===== src/rtl/pipeline_ctrl_pkg.sv =====
// Shared types and constants for the pipeline stall/flush sequencer.
// Holds the sequencer state and the per-register control bundle.
package pipeline_ctrl_pkg;

  typedef enum logic {
    RUN      = 1'b0,
    REDIRECT = 1'b1
  } state_e;

  typedef struct packed {
    logic pc_en;
    logic if_id_en;
    logic if_id_flush;
    logic id_ex_en;
    logic id_ex_flush;
    logic ex_mem_en;
    logic mem_wb_flush;
  } ctrl_t;

  // Free-running pipeline: every register advances, nothing squashed.
  localparam ctrl_t CTRL_RUN = '{
    pc_en:        1'b1,
    if_id_en:     1'b1,
    if_id_flush:  1'b0,
    id_ex_en:     1'b1,
    id_ex_flush:  1'b0,
    ex_mem_en:    1'b1,
    mem_wb_flush: 1'b0
  };

  // Reset: everything frozen and every stage loads a bubble.
  localparam ctrl_t CTRL_RESET = '{
    pc_en:        1'b0,
    if_id_en:     1'b0,
    if_id_flush:  1'b1,
    id_ex_en:     1'b0,
    id_ex_flush:  1'b1,
    ex_mem_en:    1'b0,
    mem_wb_flush: 1'b1
  };

  // Everything frozen, no bubbles.
  localparam ctrl_t CTRL_HOLD = '0;

  // Saturating increment for the performance counters.
  function automatic logic sat_inc_en(input logic inc, input logic full);
    return inc & ~full;
  endfunction

endpackage


===== src/rtl/pipeline_ctrl_hazard_detect.sv =====
// Load-use hazard check between the ID instruction and a load in EX.
// x0 is hardwired to zero, so a load targeting it never stalls.
module hazard_detect
  import pipeline_ctrl_pkg::*;
(
  input  logic [4:0] id_rs1,
  input  logic [4:0] id_rs2,
  input  logic       id_uses_rs1,
  input  logic       id_uses_rs2,
  input  logic [4:0] ex_rd,
  input  logic       ex_mem_read,
  output logic       load_use
);

  logic rs1_hit;
  logic rs2_hit;

  // Compare each used source against the load destination.
  always_comb begin
    rs1_hit  = id_uses_rs1 & (id_rs1 == ex_rd);
    rs2_hit  = id_uses_rs2 & (id_rs2 == ex_rd);
    load_use = ex_mem_read & (ex_rd != 5'd0) & (rs1_hit | rs2_hit);
  end

endmodule


===== src/rtl/pipeline_ctrl.sv =====
// Stall/flush sequencer for the 5-stage pipeline registers.
// Outputs are combinational from state and inputs; counters saturate.
module pipeline_ctrl
  import pipeline_ctrl_pkg::*;
#(
  parameter int CNT_W        = 32,
  parameter bit NOP_ON_RESET = 1'b1
) (
  input  logic             clk,
  input  logic             reset,
  input  logic [4:0]       id_rs1,
  input  logic [4:0]       id_rs2,
  input  logic             id_uses_rs1,
  input  logic             id_uses_rs2,
  input  logic [4:0]       ex_rd,
  input  logic             ex_mem_read,
  input  logic             ex_branch_taken,
  input  logic             mem_req,
  input  logic             mem_ready,
  output logic             pc_en,
  output logic             if_id_en,
  output logic             if_id_flush,
  output logic             id_ex_en,
  output logic             id_ex_flush,
  output logic             ex_mem_en,
  output logic             mem_wb_flush,
  output logic [CNT_W-1:0] stall_cycles,
  output logic [CNT_W-1:0] redirect_count
);

  state_e           state_q, state_d;
  logic [CNT_W-1:0] stall_q, stall_d;
  logic [CNT_W-1:0] redir_q, redir_d;
  ctrl_t            ctrl;
  logic             load_use;
  logic             mem_stall;
  logic             redir_inc;

  hazard_detect u_hazard (
    .id_rs1      (id_rs1),
    .id_rs2      (id_rs2),
    .id_uses_rs1 (id_uses_rs1),
    .id_uses_rs2 (id_uses_rs2),
    .ex_rd       (ex_rd),
    .ex_mem_read (ex_mem_read),
    .load_use    (load_use)
  );

  assign mem_stall = mem_req & ~mem_ready;

  // Priority mux: memory stall, new branch, redirect squash, load-use.
  always_comb begin
    ctrl      = CTRL_RUN;
    state_d   = state_q;
    redir_inc = 1'b0;
    priority case (1'b1)
      reset: begin
        ctrl    = NOP_ON_RESET ? CTRL_RESET : CTRL_HOLD;
        state_d = RUN;
      end
      mem_stall: begin
        ctrl              = CTRL_HOLD;
        ctrl.mem_wb_flush = 1'b1;
      end
      ex_branch_taken: begin
        ctrl.if_id_flush = 1'b1;
        ctrl.id_ex_flush = 1'b1;
        state_d          = REDIRECT;
        redir_inc        = 1'b1;
      end
      (state_q == REDIRECT): begin
        ctrl.if_id_flush = 1'b1;
        state_d          = RUN;
      end
      load_use: begin
        ctrl.pc_en       = 1'b0;
        ctrl.if_id_en    = 1'b0;
        ctrl.id_ex_flush = 1'b1;
      end
      default: ;
    endcase
  end

  // Next values of the saturating performance counters.
  always_comb begin
    stall_d = stall_q;
    redir_d = redir_q;
    if (sat_inc_en(~ctrl.pc_en, &stall_q))
      stall_d = stall_q + CNT_W'(1);
    if (sat_inc_en(redir_inc, &redir_q))
      redir_d = redir_q + CNT_W'(1);
  end

  // State and counter registers with synchronous reset.
  always_ff @(posedge clk) begin
    if (reset) begin
      state_q <= RUN;
      stall_q <= '0;
      redir_q <= '0;
    end else begin
      state_q <= state_d;
      stall_q <= stall_d;
      redir_q <= redir_d;
    end
  end

  assign pc_en          = ctrl.pc_en;
  assign if_id_en       = ctrl.if_id_en;
  assign if_id_flush    = ctrl.if_id_flush;
  assign id_ex_en       = ctrl.id_ex_en;
  assign id_ex_flush    = ctrl.id_ex_flush;
  assign ex_mem_en      = ctrl.ex_mem_en;
  assign mem_wb_flush   = ctrl.mem_wb_flush;
  assign stall_cycles   = stall_q;
  assign redirect_count = redir_q;

endmodule


===== config.mk =====
export PLATFORM = sky130hd
export DESIGN_NAME = pipeline_ctrl
export DESIGN_NICKNAME = d
export VERILOG_FILES = /design/src/rtl/pipeline_ctrl_pkg.sv /design/src/rtl/pipeline_ctrl_hazard_detect.sv /design/src/rtl/pipeline_ctrl.sv
export SDC_FILE = /design/constraint.sdc
export NUM_CORES = 1
export LEC_CHECK = 0
export ABC_AREA = 0
export BUFFER_PORTS_ARGS = -buffer_cell sky130_fd_sc_hd__buf_2
export CELL_PAD_IN_SITES_DETAIL_PLACEMENT = 1
export CELL_PAD_IN_SITES_GLOBAL_PLACEMENT = 2
export CORE_ASPECT_RATIO = 0.7
export CORE_MARGIN = 2
export CORE_UTILIZATION = 33
export DETAILED_ROUTE_END_ITERATION = 8
export GPL_ROUTABILITY_DRIVEN = 0
export GPL_TIMING_DRIVEN = 0
export PLACE_DENSITY_LB_ADDON = 0.25
export SLEW_MARGIN = 10
export SYNTH_ARGS = -nofsm -noshare
export SYNTH_HDL_FRONTEND = slang
export SYNTH_SLANG_ARGS = --single-unit

===== constraint.sdc =====
create_clock -name clk -period 5.5 [get_ports clk]
set_input_delay 1.1 -clock clk [delete_from_list [all_inputs] [get_ports clk]]
set_output_delay 1.1 -clock clk [all_outputs]
set_load 0.02 [all_outputs]

# --- Yosys cells after proc, flatten, opt, wreduce, memory -nomap -nowiden ---
# Index checks and enable logic that the tools add are counted.
word_totals:
  ff_bits: 65
  wordCells: 43
op_classes:
  add_sub_neg: 2
  n_eq_ne: 2
  n_mux: 21
  bitwise: 12
  reduce_logical: 3
ops:
  columns: ["operator", "n"]
  rows:
  - ["32-bit by 1-bit adder with 32-bit output, second input constant", 2]
  - ["32-bit AND reduction", 2]
  - ["1-bit two-way mux", 14]
  - ["2-bit two-way mux", 7]
  - ["5-bit == test", 2]
  - ["1-bit bitwise AND", 7]
  - ["5-bit nonzero test", 1]
  - ["1-bit NOT", 4]
  - ["1-bit OR", 1]

# --- Longest topological paths before layout ---
# Gate-level depths: netlist of run 1.
depth:
  ltp_word: 11
  ltp_mapped: 8
  ltp_nobuf: 7

# --- Hierarchy ---
# A second synthesis of run 1 with hierarchy kept.
unflattened:
  hier_cells: 447
  area_unflattened_um2: 3595.9
modules_own_cells:
  columns: ["mod", "n_inst", "cells_per_inst", "area_per_inst_um2", "seq_area_each_um2"]
  rows:
  - ["pipeline_ctrl", 1, 430, 3462.1, 1301.2]
  - ["hazard_detect", 1, 17, 133.9, 0.0]

# --- Worst setup path before layout of run 1 ---
# No wires, ideal clock.
synth_timing:
  path_kind: "input -> output"
  from: "input port mem_req"
  to: "output port pc_en"
  arrival_time_ps: 2448
  slack_ps: 1952
  stages: 5
  n_path_buf: 1
  cell_sequence: "nor2b_1 nor2_1 o221ai_4 nand2_2 buf_4"
synth_via:
  elab_chain_cells: 3
synth_rtl:
  columns: ["item", "line_no", "rtl"]
  rows:
  - ["start, declared", "pipeline_ctrl.sv:18", "input logic mem_req,"]
  - ["1-bit bitwise AND", "pipeline_ctrl.sv:49", "assign mem_stall = mem_req & ~mem_ready;"]
  - ["2-bit two-way mux (2 in series)", "pipeline_ctrl.sv:56", "priority case (1'b1)"]
  - ["end, declared", "pipeline_ctrl.sv:20", "output logic pc_en,"]
# No other way between the ends.

# --- Final worst setup path of run 1 ---
# Ends and elaborated chain as after synthesis.

==> impl_metrics.ini, run 1 <==
[critical_path]
reg2reg_depth = 8
r2r_slack_ns = 3.21
critPathLaunch = mem_req
crit_required_ns = 4.40
cp-end-kind = output pin
cp-start-kind = primary input
arrival_ns = 2.65
crit_type = in2out
r2r_end = redirect_count[15]
rr_startpoint = redirect_count[0]
cp-endpoint = pc_en
path_max_fanout = 8

[flow_run]
cap_violations = 0

[sta]
slew_headroom_pct = 58.3
fin_setup_tns_ns = 0
clock.fmax_mhz = 266
setup_violations = 0
tightest_slew_ns = 0.624
drv_slew = 0
rsz0062_at_grt = false
final-hold-violation-count = 0
fin_worst_skew_ns = 0.00458
finalCritPeriodShare_pct = 68.2
fin_crit_ns = 3.75

[logic_synthesis]
netlist_area_sq_um = 3460
syn_area_per_cell_sq_um = 8.56
syn-num-nets = 429
yosysWarnings = 0
ys_top_cells_by_area = dfxtp_1 (38%), xnor2_1 (8.4%), a21oi_1 (4.6%)
seq_area_frac_synth_pct = 37.6
yosys.area.top_type = dfxtp_1
synthesis.instances = 404
synth.distinct_cells = 45
yosys.area.top_type_share_pct = 37.6
synth_seq_cells = 65

[floorplan]
die_w_um = 126
die_h_um = 89.7
core_area_sq_um = 10300
start_util_pct = 33.6
fp.dieArea_sq_um = 11300
num_rows = 31
ios = 94

[route]
totalWireLength_mm = 10.5
ant_nets = 0
drcViolationCount = 0
drt_iter0_markers = 109
firstDrtPassIters = 4
vias = 3382
viasPerCell = 5.24
wire_per_inst_um = 16.2

[cts]
root_buffer = clkbuf_16
cts_tree = done
clockBufferDepth = 2
cts_setup_buffers = 0
clkLatencyLatePin_ns = 0.33
h-tree-depth = 3
clkTransAtPathRegs_ns = 0.05
post_cts_resized = 0
cts_hold_buf = 0
cts_buffers = 9
clkSinkCount = 65

[cells_and_area]
final_common_cell = buf_2
layout_common_cells = buf_2 (97), dfxtp_1 (65), nor2_1 (39), xnor2_1 (33), a21oi_1 (32)
drive_gt1_share_pct = 26.5
area_delta_synth_final_pct = 26.2
nets = 533
fin_util_pct = 42.5
diodes = 0

[grt]
grt_pass1_wl_mm = 17.0
antenna_found_initial = 0
grtUsageTotal_pct = 18.9
grt-ovfl-total = 0
grt_max_degree = 11
grt_pass1_vias = 3313

[power]
ir_worst_vdd_mv = 0.136
p_leak_nw = 1.71
p_per_area_nw_per_um2 = 253

[run_status]
status = finished clean

[worst_hold_path]
min-delay-path-class = reg2reg

[placed_design]
place.port_buffers = 93
dpl.hpwl_mm = 7.96
==> cells in the mapped netlist, drive strengths merged <==
cell and count:
a21oi 32, and2 5, and3 15, and4 5, and4b 2, buf 12
clkbuf 9, dfxtp 65, ha 2, inv 5, mux2i 3, nand2 22
nand2b 1, nand3 27, nand3b 1, nand4 16, nand4b 1, nor2 40
nor2b 3, nor3 15, nor3b 2, nor4 4, nor4b 5, o21ai 29
o221ai 1, o22a 1, o31ai 7, or2 1, or3 25, or4 8
xnor2 34, xor2 6
==> power by group <==
part	switching (W)	leakage [nW]	internal, W
logic	0.0000581	1.05	0.0000319
registers	0.00000502	0.524	0.000475
clock network	0.000206	0.139	0.000327
total	0.000269	1.71	0.000834
==> metrics by stage <==
stage / cell area, sq um / hold slack, ns / power [W] / worst slack [ns] / instances
final: 4360 / 0.505 / 0.00110 / 1.75 / 645
after global routing: 4360 / 0.533 / 0.00115 / 1.60 / 645
after CTS: 4360 / 0.509 / 0.00112 / 1.71 / 645
after detailed placement: 4090 / 0.501 / 0.000581 / 1.71 / 629
after global placement: 4090 / 0.483 / 0.000579 / 1.80 / 629
after floorplan: 3460 / 0.488 / 0.000545 / 1.95 / 404
==> worst min-delay path by stage <==
stage / start / end / slack [ns] / cells past startpoint
2_1_floorplan: state_q / state_q / 0.49 / 2
3_3_place_gp: stall_cycles[26] / stall_cycles[26] / 0.48 / 2
3_5_place_dp: stall_cycles[26] / stall_cycles[26] / 0.50 / 2
4_1_cts: stall_cycles[26] / stall_cycles[26] / 0.51 / 2
5_1_grt: stall_cycles[22] / stall_cycles[22] / 0.53 / 2
6_report: stall_cycles[17] / stall_cycles[17] / 0.51 / 2
==> area by class of cell <==
class / count / area (sq um)
buffer: 21 / 129
clock buffer: 13 / 260
clock inverter: 3 / 15.0
fill: 1275 / 5910
inverter: 5 / 18.8
multi-input combinational: 313 / 2010
sequential: 65 / 1300
tap: 132 / 165
timing repair buffer: 93 / 465
==> registers in the layout, indices dropped and copies added, names as in the netlist <==
signal          cells
state_q             1
redirect_count     32
stall_cycles       32
==> layer usage <==
| layer | track usage, % | vias to the layer above | wire (um) |
|---|---|---|---|
| li1 | - | 1666 | - |
| met1 | 27.4 | 1631 | 5470 |
| met2 | 27.8 | 74 | 4360 |
| met3 | 5.09 | 11 | 517 |
| met4 | 5.09 | 0 | 116 |
| met5 | 0 | - | 0 |
==> worst max-delay path: stages <==
cell and delay (ns):
buf_2 0.09, nor2b_1 0.18, nor2_1 0.50, o221ai_4 0.25, nand2_2 0.23, buf_4 0.14, buf_2 0.16
==> cells by family (layout without fill, tap and decap cells) <==
kind of cell,after synthesis,count (layout),share of synthesized area (%)
muxes,3,3,0.868
and+or+nand+nor,198,198,34.6
buffers and inverters,26,135,4.27
xor gates and xnor gates,40,40,10.3
AOI/OAI and AO/OA,70,70,11.6
DFF,65,65,37.6
adders and majority gates,2,2,0.723
Power figures use the tool's default switching activity.
==> run 2, diff against run 1 <==
CORE_UTILIZATION = 27   (was 33)
clock period = 3.39 ns   (was 5.5 ns; I/O delays follow)
==> run 2 against run 1 <==
Against the previous run: clock power increased by 65%; setup slack got worse by 1.2 ns; sequential power increased by 62%; via count increased by 0.35%; register-to-register slack got worse by 2.1 ns; highest routed layer unchanged; critical path type unchanged; final cell count increased by 4.7%; non-clock buffer count unchanged; total power increased by 64%; critical endpoint unchanged.
==> impl_metrics.ini, run 2 (synthesis gave the netlist of run 1 again) <==
[power]
p_per_area_nw_per_um2 = 410
combPwrFrac_pct = 8.2
p_int_w = 0.00135
p_leak_nw = 1.71
p_sw_w = 0.000455
p_clk_share_pct = 48.7
seqPwrFrac_pct = 43.0
p_sw_share_pct = 25.2
ir_worst_vdd_mv = 0.246

[floorplan]
num_rows = 34
die_w_um = 139
core_area_sq_um = 12500
start_util_pct = 27.7
ios = 94
die_h_um = 98.7
fp.dieArea_sq_um = 13700

[grt]
grt_max_degree = 12
grt_pass1_wl_mm = 17.6
grt_pass1_vias = 3306
grt-ovfl-total = 0
grtUsageTotal_pct = 15.9
antenna_found_initial = 0

[sta]
clock.fmax_mhz = 352
fin_worst_skew_ns = 0.00413
tightest_slew_ns = 0.606
setup_violations = 0
final-hold-violation-count = 0
rsz0062_at_grt = false
fin_setup_tns_ns = 0
drv_slew = 0
slew_headroom_pct = 59.6
finalCritPeriodShare_pct = 83.7
fin_crit_ns = 2.84

[worst_hold_path]
min-delay-path-class = reg2reg
hold-path-cell-count = 2

[route]
viasPerCell = 5.03
totalWireLength_mm = 10.8
ant_nets = 0
drcViolationCount = 0
drt_iter0_markers = 136
wire_per_inst_um = 16.0
firstDrtPassIters = 4
vias = 3394

[cts]
clkTransAtPathRegs_ns = 0.05
clkLatencyLatePin_ns = 0.33
clockBufferDepth = 2
root_buffer = clkbuf_16
cts_buffers = 9
cts_hold_buf = 0
cts_tree = done
h-tree-depth = 3
cts_setup_buffers = 0
clkSinkCount = 65
post_cts_resized = 0

[run_status]
status = finished clean

[critical_path]
crit_type = in2out
path_max_fanout = 8
cp-start-kind = primary input
cp-end-kind = output pin
reg2reg_depth = 8
arrival_ns = 2.16
crit_required_ns = 2.71

[cells_and_area]
diodes = 0
layout_common_cells = buf_2 (97), dfxtp_1 (65), nor2_1 (39), xnor2_1 (33), a21oi_1 (32)
final_common_cell = buf_2
nets = 533
area_delta_synth_final_pct = 27.5
stdcell_count = 675
drive_gt1_share_pct = 26.9

[placed_design]
place.port_buffers = 93
dpl.cell_count = 659
dpl.hpwl_mm = 8.24

[flow_run]
cap_violations = 0
[run 2: final timing paths]
kind                             end              start  slack, ns
setup reg to reg  redirect_count[17]  redirect_count[0]       1.08
hold reg to reg     stall_cycles[10]   stall_cycles[10]       0.51
hold / removal      stall_cycles[10]   stall_cycles[10]       0.51
setup / recovery               pc_en            mem_req       0.55
[run 2: power by group through the flow]
stage / clock network (W) / logic, W / registers (W)
finish: 0.000881 / 0.000148 / 0.000778
global route: 0.000949 / 0.000163 / 0.000779
CTS: 0.000914 / 0.000152 / 0.000778
detailed placement: 0 / 0.000151 / 0.000795
global placement: 0 / 0.000148 / 0.000794
floorplan: 0 / 0.0000856 / 0.000798
[run 2: worst max-delay path, cell delays in order]
cell      delay (ns)
buf_2           0.09
nor2b_1         0.18
nor2_1          0.47
o221ai_4        0.23
nand2_2         0.22
buf_4           0.13
buf_2           0.16
[run 2: layout make-up]
type,instances,area [sq um]
timing repair buffer,93,465
clock buffer,11,253
multi-input combinational,313,2010
fill,1520,8060
clock inverter,5,30.0
inverter,5,18.8
sequential,65,1300
tap,162,203
buffer,21,129
[run 2: per-stage QoR]
step	utilization (%)	cell area [sq um]	hold slack, ns	setup slack, ns	power [W]
finish	35.4	4410	0.506	0.553	0.00181
global route	35.4	4410	0.543	0.427	0.00189
CTS	35.4	4410	0.509	0.507	0.00184
detailed placement	33.1	4130	0.497	0.533	0.000945
global placement	33.1	4130	0.487	0.558	0.000942
floorplan	-	3460	0.488	0.686	0.000884
[run 2: metal layers]
layer / track usage [%] / share of wire [%]
met5: 0 / 0
met4: 3.96 / 0.53
met3: 4.76 / 5.1
met2: 23.4 / 43
met1: 22.8 / 51
